**src/rtl/ext_serial_tx_fifo_pkg.sv**
```systemverilog
// Shared serial-peripheral types: bus data types, status-word bit positions,
// transmitter FSM states and the baud divisor helper.
package ext_serial_tx_fifo_pkg;

    typedef logic       Bit_t;
    typedef logic [7:0] Byte_t;

    typedef enum int unsigned {
        SERIAL_MODE_WRITE_READY = 0,
        SERIAL_MODE_READ_VALID  = 1
    } Serial_mode_t;

    typedef enum logic [1:0] {
        TX_IDLE  = 2'd0,
        TX_START = 2'd1,
        TX_DATA  = 2'd2,
        TX_STOP  = 2'd3
    } SERIAL_TX_STATE_t;

    // Divisor rounded to the nearest whole clock count per bit.
    function automatic int unsigned baud_div(input int unsigned clk_hz, input int unsigned baud);
        return (clk_hz + baud / 2) / baud;
    endfunction

endpackage

```
**src/rtl/ext_serial_tx_fifo_byte_fifo.sv**
```systemverilog
// Parameterised synchronous byte FIFO; a push while full is ignored and
// the head byte is presented combinationally on dout.
module byte_fifo
    import ext_serial_tx_fifo_pkg::*;
#(
    parameter int unsigned Depth = 4
) (
    input  logic                     clk,
    input  logic                     rst,
    input  logic                     push,
    input  logic                     pop,
    input  Byte_t                    din,
    output Byte_t                    dout,
    output logic                     full,
    output logic                     empty,
    output logic [$clog2(Depth):0]   count
);

    localparam int unsigned PtrW = $clog2(Depth);

    Byte_t            mem [Depth];
    logic [PtrW-1:0]  wr_ptr;
    logic [PtrW-1:0]  rd_ptr;
    logic             do_push;
    logic             do_pop;

    always_comb begin
        full    = (count == (PtrW+1)'(Depth));
        empty   = (count == '0);
        do_push = push && !full;
        do_pop  = pop && !empty;
        dout    = mem[rd_ptr];
    end

    always_ff @(posedge clk) begin
        if (do_push) begin
            mem[wr_ptr] <= din;
        end
    end

    always_ff @(posedge clk) begin
        if (rst) begin
            wr_ptr <= '0;
            rd_ptr <= '0;
            count  <= '0;
        end else begin
            if (do_push) begin
                wr_ptr <= wr_ptr + PtrW'(1);
            end
            if (do_pop) begin
                rd_ptr <= rd_ptr + PtrW'(1);
            end
            case ({do_push, do_pop})
                2'b10:   count <= count + (PtrW+1)'(1);
                2'b01:   count <= count - (PtrW+1)'(1);
                default: count <= count;
            endcase
        end
    end

endmodule

```
**src/rtl/ext_serial_tx_fifo.sv**
```systemverilog
// Buffered 8N1 transmitter: bus writes queue into a byte FIFO and are shifted
// out on txd back-to-back, LSB first.
module ext_serial_tx_fifo
    import ext_serial_tx_fifo_pkg::*;
#(
    parameter int unsigned ClkFrequency = 25000000,
    parameter int unsigned Baud         = 115200,
    parameter int unsigned FifoDepth    = 4
) (
    input  logic       clk,
    input  logic       rst,
    input  logic       write_op,
    input  logic [7:0] bus_data_write,
    output logic       tx_ready,
    output logic       tx_idle,
    output logic       txd
);

    localparam int unsigned Div  = baud_div(ClkFrequency, Baud);
    localparam int unsigned CntW = (Div > 1) ? $clog2(Div) : 1;
    localparam logic [CntW-1:0] DivLast = CntW'(Div - 1);

    SERIAL_TX_STATE_t               state;
    logic [CntW-1:0]                baud_cnt;
    logic [2:0]                     bit_idx;
    Byte_t                          shift;
    Bit_t                           txd_q;

    Byte_t                          fifo_dout;
    logic                           fifo_full;
    logic                           fifo_empty;
    logic [$clog2(FifoDepth):0]     fifo_count;
    logic                           bit_end;
    logic                           pop;

    byte_fifo #(
        .Depth (FifoDepth)
    ) u_fifo (
        .clk   (clk),
        .rst   (rst),
        .push  (write_op),
        .pop   (pop),
        .din   (bus_data_write),
        .dout  (fifo_dout),
        .full  (fifo_full),
        .empty (fifo_empty),
        .count (fifo_count)
    );

    // Pop must match exactly the cycles where the FSM loads the shifter.
    always_comb begin
        bit_end  = (baud_cnt == '0);
        pop      = !fifo_empty && ((state == TX_IDLE) || (state == TX_STOP && bit_end));
        tx_ready = !fifo_full;
        tx_idle  = (state == TX_IDLE) && (fifo_count == '0);
        txd      = txd_q;
    end

    always_ff @(posedge clk) begin
        if (rst) begin
            state    <= TX_IDLE;
            txd_q    <= 1'b1;
            baud_cnt <= '0;
            bit_idx  <= '0;
            shift    <= '0;
        end else begin
            case (state)
                TX_IDLE: begin
                    txd_q <= 1'b1;
                    if (!fifo_empty) begin
                        shift    <= fifo_dout;
                        bit_idx  <= '0;
                        baud_cnt <= DivLast;
                        txd_q    <= 1'b0;
                        state    <= TX_START;
                    end
                end
                TX_START: begin
                    if (bit_end) begin
                        baud_cnt <= DivLast;
                        txd_q    <= shift[0];
                        state    <= TX_DATA;
                    end else begin
                        baud_cnt <= baud_cnt - CntW'(1);
                    end
                end
                TX_DATA: begin
                    if (bit_end) begin
                        shift    <= shift >> 1;
                        bit_idx  <= bit_idx + 3'd1;
                        baud_cnt <= DivLast;
                        if (bit_idx == 3'd7) begin
                            txd_q <= 1'b1;
                            state <= TX_STOP;
                        end else begin
                            txd_q <= shift[1];
                        end
                    end else begin
                        baud_cnt <= baud_cnt - CntW'(1);
                    end
                end
                TX_STOP: begin
                    if (bit_end) begin
                        if (!fifo_empty) begin
                            shift    <= fifo_dout;
                            bit_idx  <= '0;
                            baud_cnt <= DivLast;
                            txd_q    <= 1'b0;
                            state    <= TX_START;
                        end else begin
                            txd_q <= 1'b1;
                            state <= TX_IDLE;
                        end
                    end else begin
                        baud_cnt <= baud_cnt - CntW'(1);
                    end
                end
                default: begin
                    txd_q <= 1'b1;
                    state <= TX_IDLE;
                end
            endcase
        end
    end

endmodule

```
**config.mk**
```make
export PLATFORM = sky130hd
export DESIGN_NAME = ext_serial_tx_fifo
export DESIGN_NICKNAME = d
export VERILOG_FILES = /design/src/rtl/ext_serial_tx_fifo_pkg.sv /design/src/rtl/ext_serial_tx_fifo_byte_fifo.sv /design/src/rtl/ext_serial_tx_fifo.sv
export SDC_FILE = /design/constraint.sdc
export NUM_CORES = 1
export LEC_CHECK = 0
export ABC_AREA = 1
export BUFFER_PORTS_ARGS = -buffer_cell sky130_fd_sc_hd__buf_2
export CAP_MARGIN = 10
export CORE_MARGIN = 1
export CORE_UTILIZATION = 65
export CTS_CLUSTER_DIAMETER = 100
export CTS_CLUSTER_SIZE = 10
export DETAILED_ROUTE_END_ITERATION = 12
export PLACE_DENSITY = 0.92
export SYNTH_ARGS = -nofsm -noshare
export SYNTH_HDL_FRONTEND = slang
export SYNTH_SLANG_ARGS = --single-unit
export TNS_END_PERCENT = 50
```
**constraint.sdc**
```tcl
create_clock -name clk -period 6.2 [get_ports clk]
set_input_delay 0.93 -clock clk [delete_from_list [all_inputs] [get_ports clk]]
set_output_delay 0.93 -clock clk [all_outputs]
set_load 0.02 [all_outputs]
```
* Word level (Yosys, flattened, before mapping)
Memories as Yosys holds them, arrays and structs flattened. A register that Yosys moved wholly into a read port is not among the register bits.
Index checks and enable logic that the tools add are counted.
** Storage, ports and cells
- Bits in registers :: 29
- RAM bits :: 32
- Input port bits :: 11
- Output and inout bits :: 3
- Memories :: 1
** Memories
- u_fifo.mem :: words 4, bits a word 8, read ports 1, clocked after memory_dff 1, write ports 1, RTL line ext_serial_tx_fifo_byte_fifo.sv:21 : Byte_t mem [Depth];
** Cells by class
- Add/subtract/negate cells :: 6
- Equality and inequality tests :: 12
- Multiplexer cells :: 30
- Reductions and logical operators :: 17
** Operators with widths (count)
- $mux 8 :: 6
- $pmux 8 s3 :: 2
- $mux 2 :: 7
- $ne 2x2->1 const B :: 5
- $mux 3 :: 3
- $pmux 3 s3 :: 1
- $logic_not 8->1 :: 1
- $mux 1 :: 8
- $pmux 2 s4 :: 1
- $sub 8x1->8 const B :: 1
- $add 3x1->3 const B :: 2
- $eq 2x2->1 const B :: 3
- $eq 3x3->1 const B :: 2
- $pmux 3 s2 :: 1
- $reduce_and 3->1 :: 2
- $logic_and 1x1->1 :: 5
- $reduce_and 5->1 :: 1
- $add 2x1->2 const B :: 2
- $eq 2x1->1 const B :: 2
- $pmux 1 s4 :: 1
- $logic_not 3->1 :: 1
- $reduce_bool 3->1 :: 1
- $sub 3x1->3 const B :: 1
- $logic_not 1->1 :: 2
- 4 further kinds :: 4

* Longest topological paths before layout
- Depth after elaboration :: 7
- Gate-level depth with buffers :: 15
- Depth with buffers taken out :: 15

* By module
A second synthesis with hierarchy kept.
** Unflattened totals
- Cells, all modules :: 348
- Area, all modules :: 3098.0 um2
** Modules (own cells, without submodules)
- byte_fifo :: times used 1, cells each 146, area each 1685.4 um2
- ext_serial_tx_fifo :: times used 1, cells each 202, area each 1412.6 um2

* Worst setup path after synthesis
Ideal clock, no wire load.
- Kind :: input-to-reg
- Start :: in write_op
- End :: reg u_fifo.count[2]
- Library setup time :: 0.122 ns
- Arrival time :: 2.096 ns
- Data required time :: 6.078 ns
- Setup slack :: 3.982 ns
- Cell stages on the path :: 8
- Cells stage by stage :: nand2_1 -> ha_1 -> inv_1 -> fa_1 -> a21oi_1 -> o21ai_0 -> o21ai_0 -> a21oi_1
** On the way
- Word-level cells in the longest chain between the ends :: 3
- Elaborated cells on any way between the ends :: 5
- Those cells by class :: 2 x eq/ne; 1 x mux; 2 x reduce/logical
** Ends and longest elaborated chain
- start: declaration :: RTL line ext_serial_tx_fifo.sv:12 : input logic write_op,
- $logic_and 1x1->1 (*) :: RTL line ext_serial_tx_fifo_byte_fifo.sv:30 : do_push = push && !full;
- $eq 2x1->1 / $eq 2x2->1 (equally long branches) :: RTL line ext_serial_tx_fifo_byte_fifo.sv:53 : case ({do_push, do_pop})
- $pmux 3 s2 / $reduce_bool 2->1 (equally long branches)
- end signal: assignment :: RTL line ext_serial_tx_fifo_byte_fifo.sv:54 : 2'b10: count <= count + (PtrW+1)'(1);
- end signal: assignment :: RTL line ext_serial_tx_fifo_byte_fifo.sv:55 : 2'b01: count <= count - (PtrW+1)'(1);
- end signal: assignment :: RTL line ext_serial_tx_fifo_byte_fifo.sv:56 : default: count <= count;
- end: declaration :: RTL line ext_serial_tx_fifo_byte_fifo.sv:16 : output logic [$clog2(Depth):0] count
Mark *: on every way between the ends. The rest lies on a longest branch, timed or not.
A chain may end at the register's enable or synchronous reset.

* Final worst setup path
- Start :: reg baud_cnt[0]
- End :: reg u_fifo.count[2]
** On the way
- Word-level cells in the longest chain between the ends :: 7
- Elaborated cells on any way between the ends :: 9
- Those cells by class :: 2 x eq/ne; 1 x mux; 6 x reduce/logical
** Ends and longest elaborated chain
- start: declaration :: RTL line ext_serial_tx_fifo.sv:24 : logic [CntW-1:0] baud_cnt;
- start signal: assignment :: RTL line ext_serial_tx_fifo.sv:73 : baud_cnt <= DivLast;
- start signal: assignment :: RTL line ext_serial_tx_fifo.sv:80 : baud_cnt <= DivLast;
- start signal: assignment :: RTL line ext_serial_tx_fifo.sv:84 : baud_cnt <= baud_cnt - CntW'(1);
- $logic_not 8->1 (*) :: RTL line ext_serial_tx_fifo.sv:52 : bit_end = (baud_cnt == '0);
- $logic_and 1x1->1 (*) :: RTL line ext_serial_tx_fifo.sv:53 : pop = !fifo_empty && ((state == TX_IDLE) || (state == TX_STOP && bit_end));
- $logic_or 1x1->1 (*) :: RTL line ext_serial_tx_fifo.sv:53
- $logic_and 1x1->1 (*) :: RTL line ext_serial_tx_fifo.sv:53
- $logic_and 1x1->1 (*) :: RTL line ext_serial_tx_fifo_byte_fifo.sv:31 : do_pop = pop && !empty;
- $eq 2x1->1 / $eq 2x2->1 (equally long branches) :: RTL line ext_serial_tx_fifo_byte_fifo.sv:53
- $pmux 3 s2 / $reduce_bool 2->1 (equally long branches)
Marked as above.

==> qor.csv <==
stage;metric;value;unit
outcome;status;finished, final reports clean;
run;MaxCap Viol Count;0;
cts;CTS Buffer Depth;2;
power;pwr/cell area;535.5;mW/mm^2
global_routing;largest net degree at the start of global routing;20;
final_layout;final core occ;0.7584;
synthesis;Synth Warn #;0;
timing;relative slew slack;0.4600;
cts;Root Driver;clkbuf_8;
min_path;min-delay worst type;reg -> reg;
cts;cts bufs inserted;9;
place;dpl ws;3.747;ns
cts;worst skew pair latency;0.34;ns
global_routing;grt ovf;0;
synthesis;most frequent cells after synthesis;85 x nand2_1, 75 x nor2_1, 37 x inv_1;
cts;H-tree levels;3;
final_layout;layout cells sized above 1;0.1103;
global_routing;met1 usage;0.3124;
final_layout;ant diodes;0;
drt;Initial DRC Count;311;
synthesis;top cell type's share of synthesized area;0.3106;
drt;final wirelength;6479;um
drt;vias;2547;
floorplan;die area;0.005040;sq mm
worst_setup_path;crit path buf inv count;3;
synthesis;main flop type after synthesis;edfxtp_1;
timing;setup_tns;0;ns
floorplan;Initial Util;0.6916;
timing;setup ws final;3.682;ns
worst_setup_path;critical path's largest stage delay;0.38;ns
drt;drt first pass iters;7;
floorplan;# rows;24;
cts;post-cts resize count;0;
place;GP Congestion;0.8981;
global_routing;met2 Use GR;0.4808;
floorplan;Die Ht;71.00;um
synthesis;post-synthesis area per instance;8.143;sq um
power;LEAKAGE;1.488;nW
cts;Reg clk slew, reported paths;0.07;ns
global_routing;GRT Total Usage;0.2794;
power;Total Power;1.817;mW
synthesis;syn nets;405;
cts;CTS Hold Bufs;0;
final_layout;nets@finish;419;
timing;fin crit share;0.4062;
timing;Slew @ Worst Pin;0.8070;ns
global_routing;met3 GRT Util;0.05556;
worst_setup_path;crit-path cells;inv_1 -> ha_1 -> nand2_2 -> nor2_2 -> nand3_1 -> nand2_1 -> nand2_1 -> inv_1 -> ha_1 -> inv_1 -> fa_1 -> a21oi_1 -> o21ai_0 -> o21ai_0 -> a21oi_1;
synthesis;Post-synth ARST share;0;
synthesis;synthesized flop and latch total;63;
worst_setup_path;Critical Path RT;6.42;ns
drt;DR WL/cell;14.37;um
synthesis;Synth Area in Compound Gates;0.09745;
timing;final hold vios;0;
global_routing;vias in the first global route;2425;
synthesis;register area share after synthesis;0.5111;
cts;clock sinks;63;
timing;fin. max-slew vios;0;
synthesis;ranking of synthesized cells by area;edfxtp_1 31%, dfxtp_1 20%, nand2_1 10%;
place;I/O Buffers;13;
worst_setup_path;Startpoint Class;flop;
synthesis;largest area contributor in the netlist;edfxtp_1;
synthesis;adder-cell share of the synthesized area;0.05904;
synthesis;Post-synth EDFFs;32;
worst_setup_path;delay-heaviest family, CP;adder cells;
timing;clk_skew;0.01596;ns
power;VDD IR max;0.3363;mV
global_routing;first-pass GRT wire length;10570;um
worst_setup_path;cell mode on critical path;inv_1;
floorplan;core area;0.004474;sq mm
synthesis;Mapped Cells;380;
floorplan;Ports;14;
synthesis;most common cell in the synthesized netlist;nand2_1;
worst_setup_path;Critical-path top delay cell;fa_1;
synthesis;mux share of post-synthesis cell area;0;
floorplan;Die Span X;71.00;um
worst_setup_path;CP Capture Type;flop;
global_routing;GR peak layer;met2;
final_layout;Area Overhead vs Synth;9.664;%
synthesis;largest family of logic cells by synthesized area;simple AND/OR/NAND/NOR gates;
drt;Post-DRT Antenna Nets;0;
worst_setup_path;CP Class;reg -> reg;
place;DP HPWL;3944;um
worst_setup_path;Max FO, Critical Path;4;
worst_setup_path;crit path DAT;2.74;ns
timing;Setup violations, final;0;
synthesis;post-synth cell types;30;
drt;DRC errors left;0;
synthesis;Synth Area in Simple Gates;0.2564;
timing;Max Freq;397.1;MHz
timing;RSZ-0062 raised after global routing;false;
cts;CTS tree;built;
synthesis;XOR/XNOR Fraction of Synth Area;0.005661;
drt;Via density;5.647;
synthesis;Mapped Area;0.003094;sq mm
timing;fin crit period;2.518;ns
cts;post-CTS setup buffer count;0;
global_routing;initial antenna violation count;0;
timing;Hold Worst Slack;0.4671;ns
==> through the flow <==
stage,instances,cell area [sq um]
2_1_floorplan,380,3094
3_3_place_gp,435,3168
3_5_place_dp,435,3168
4_1_cts,451,3393
5_1_grt,451,3393
6_report,451,3393
==> cells in the final DEF (no fill, tap or decap), types with 5 or more instances in the layout <==
master    instances
clkbuf_8          9
o21ai_0          27
buf_2            13
inv_1            37
ha_1             13
inv_2             5
edfxtp_1         32
nand2_1          85
dfxtp_1          31
nor2_1           75
nand3_1          19
a21oi_1          19
==> kinds of logic after synthesis <==
| group | after synthesis |
|---|---|
| AOI/OAI and AO/OA | 55 |
| xor gates and xnor gates | 2 |
| adders and majority gates | 14 |
| buffers and inverters | 53 |
| DFF | 63 |
| and+or+nand+nor | 193 |
==> where the power goes <==
part           internal (mW)  switching [mW]
clock                  0.230           0.176
combinational          0.265           0.545
sequential             0.528          0.0727
total                   1.02           0.794
==> final cells by class <==
cell class | count | area, sq um
flip-flops and latches | 63 | 1582
multi-input cells | 264 | 1295
fillers | 295 | 1081
inverters | 43 | 161.4
clock buffers | 9 | 123.9
clock inverters | 7 | 101.3
repair buffers | 13 | 65.06
well taps | 52 | 65.06
==> path summary, 6_finish.rpt <==
check | from | endpoint | slack [ns] | cells after the start
max reg2reg | baud_cnt[0] | u_fifo.count[2] | 3.68 | 15
max | baud_cnt[0] | u_fifo.count[2] | 3.68 | 15
min | baud_cnt[1] | baud_cnt[1] | 0.47 | 2
min reg2reg | baud_cnt[1] | baud_cnt[1] | 0.47 | 2
==> state kept, by name, summed over array words and instances, names as in the netlist, named ones only <==
register / cells
baud_cnt: 8
bit_idx: 3
u_fifo.count: 3
shift: 8
u_fifo.rd_ptr: 2
state: 2
txd: 1
u_fifo.wr_ptr: 2
u_fifo.mem: 32
==> routing by layer <==
metal  wire [um]  part of all wire  vias to the layer above
met3         358             0.055                       23
met1        2675              0.41                     1164
met4         212             0.033                        0
met5           0                 0                        -
li1            -                 -                     1255
met2        3232              0.50                      105
==> tightest hold or removal path, stage by stage (launching register included) <==
cell,delay (ns)
dfxtp_1,0.31
nand2_1,0.06
a21oi_1,0.05
No activity file was read; power rests on OpenSTA's default activity.
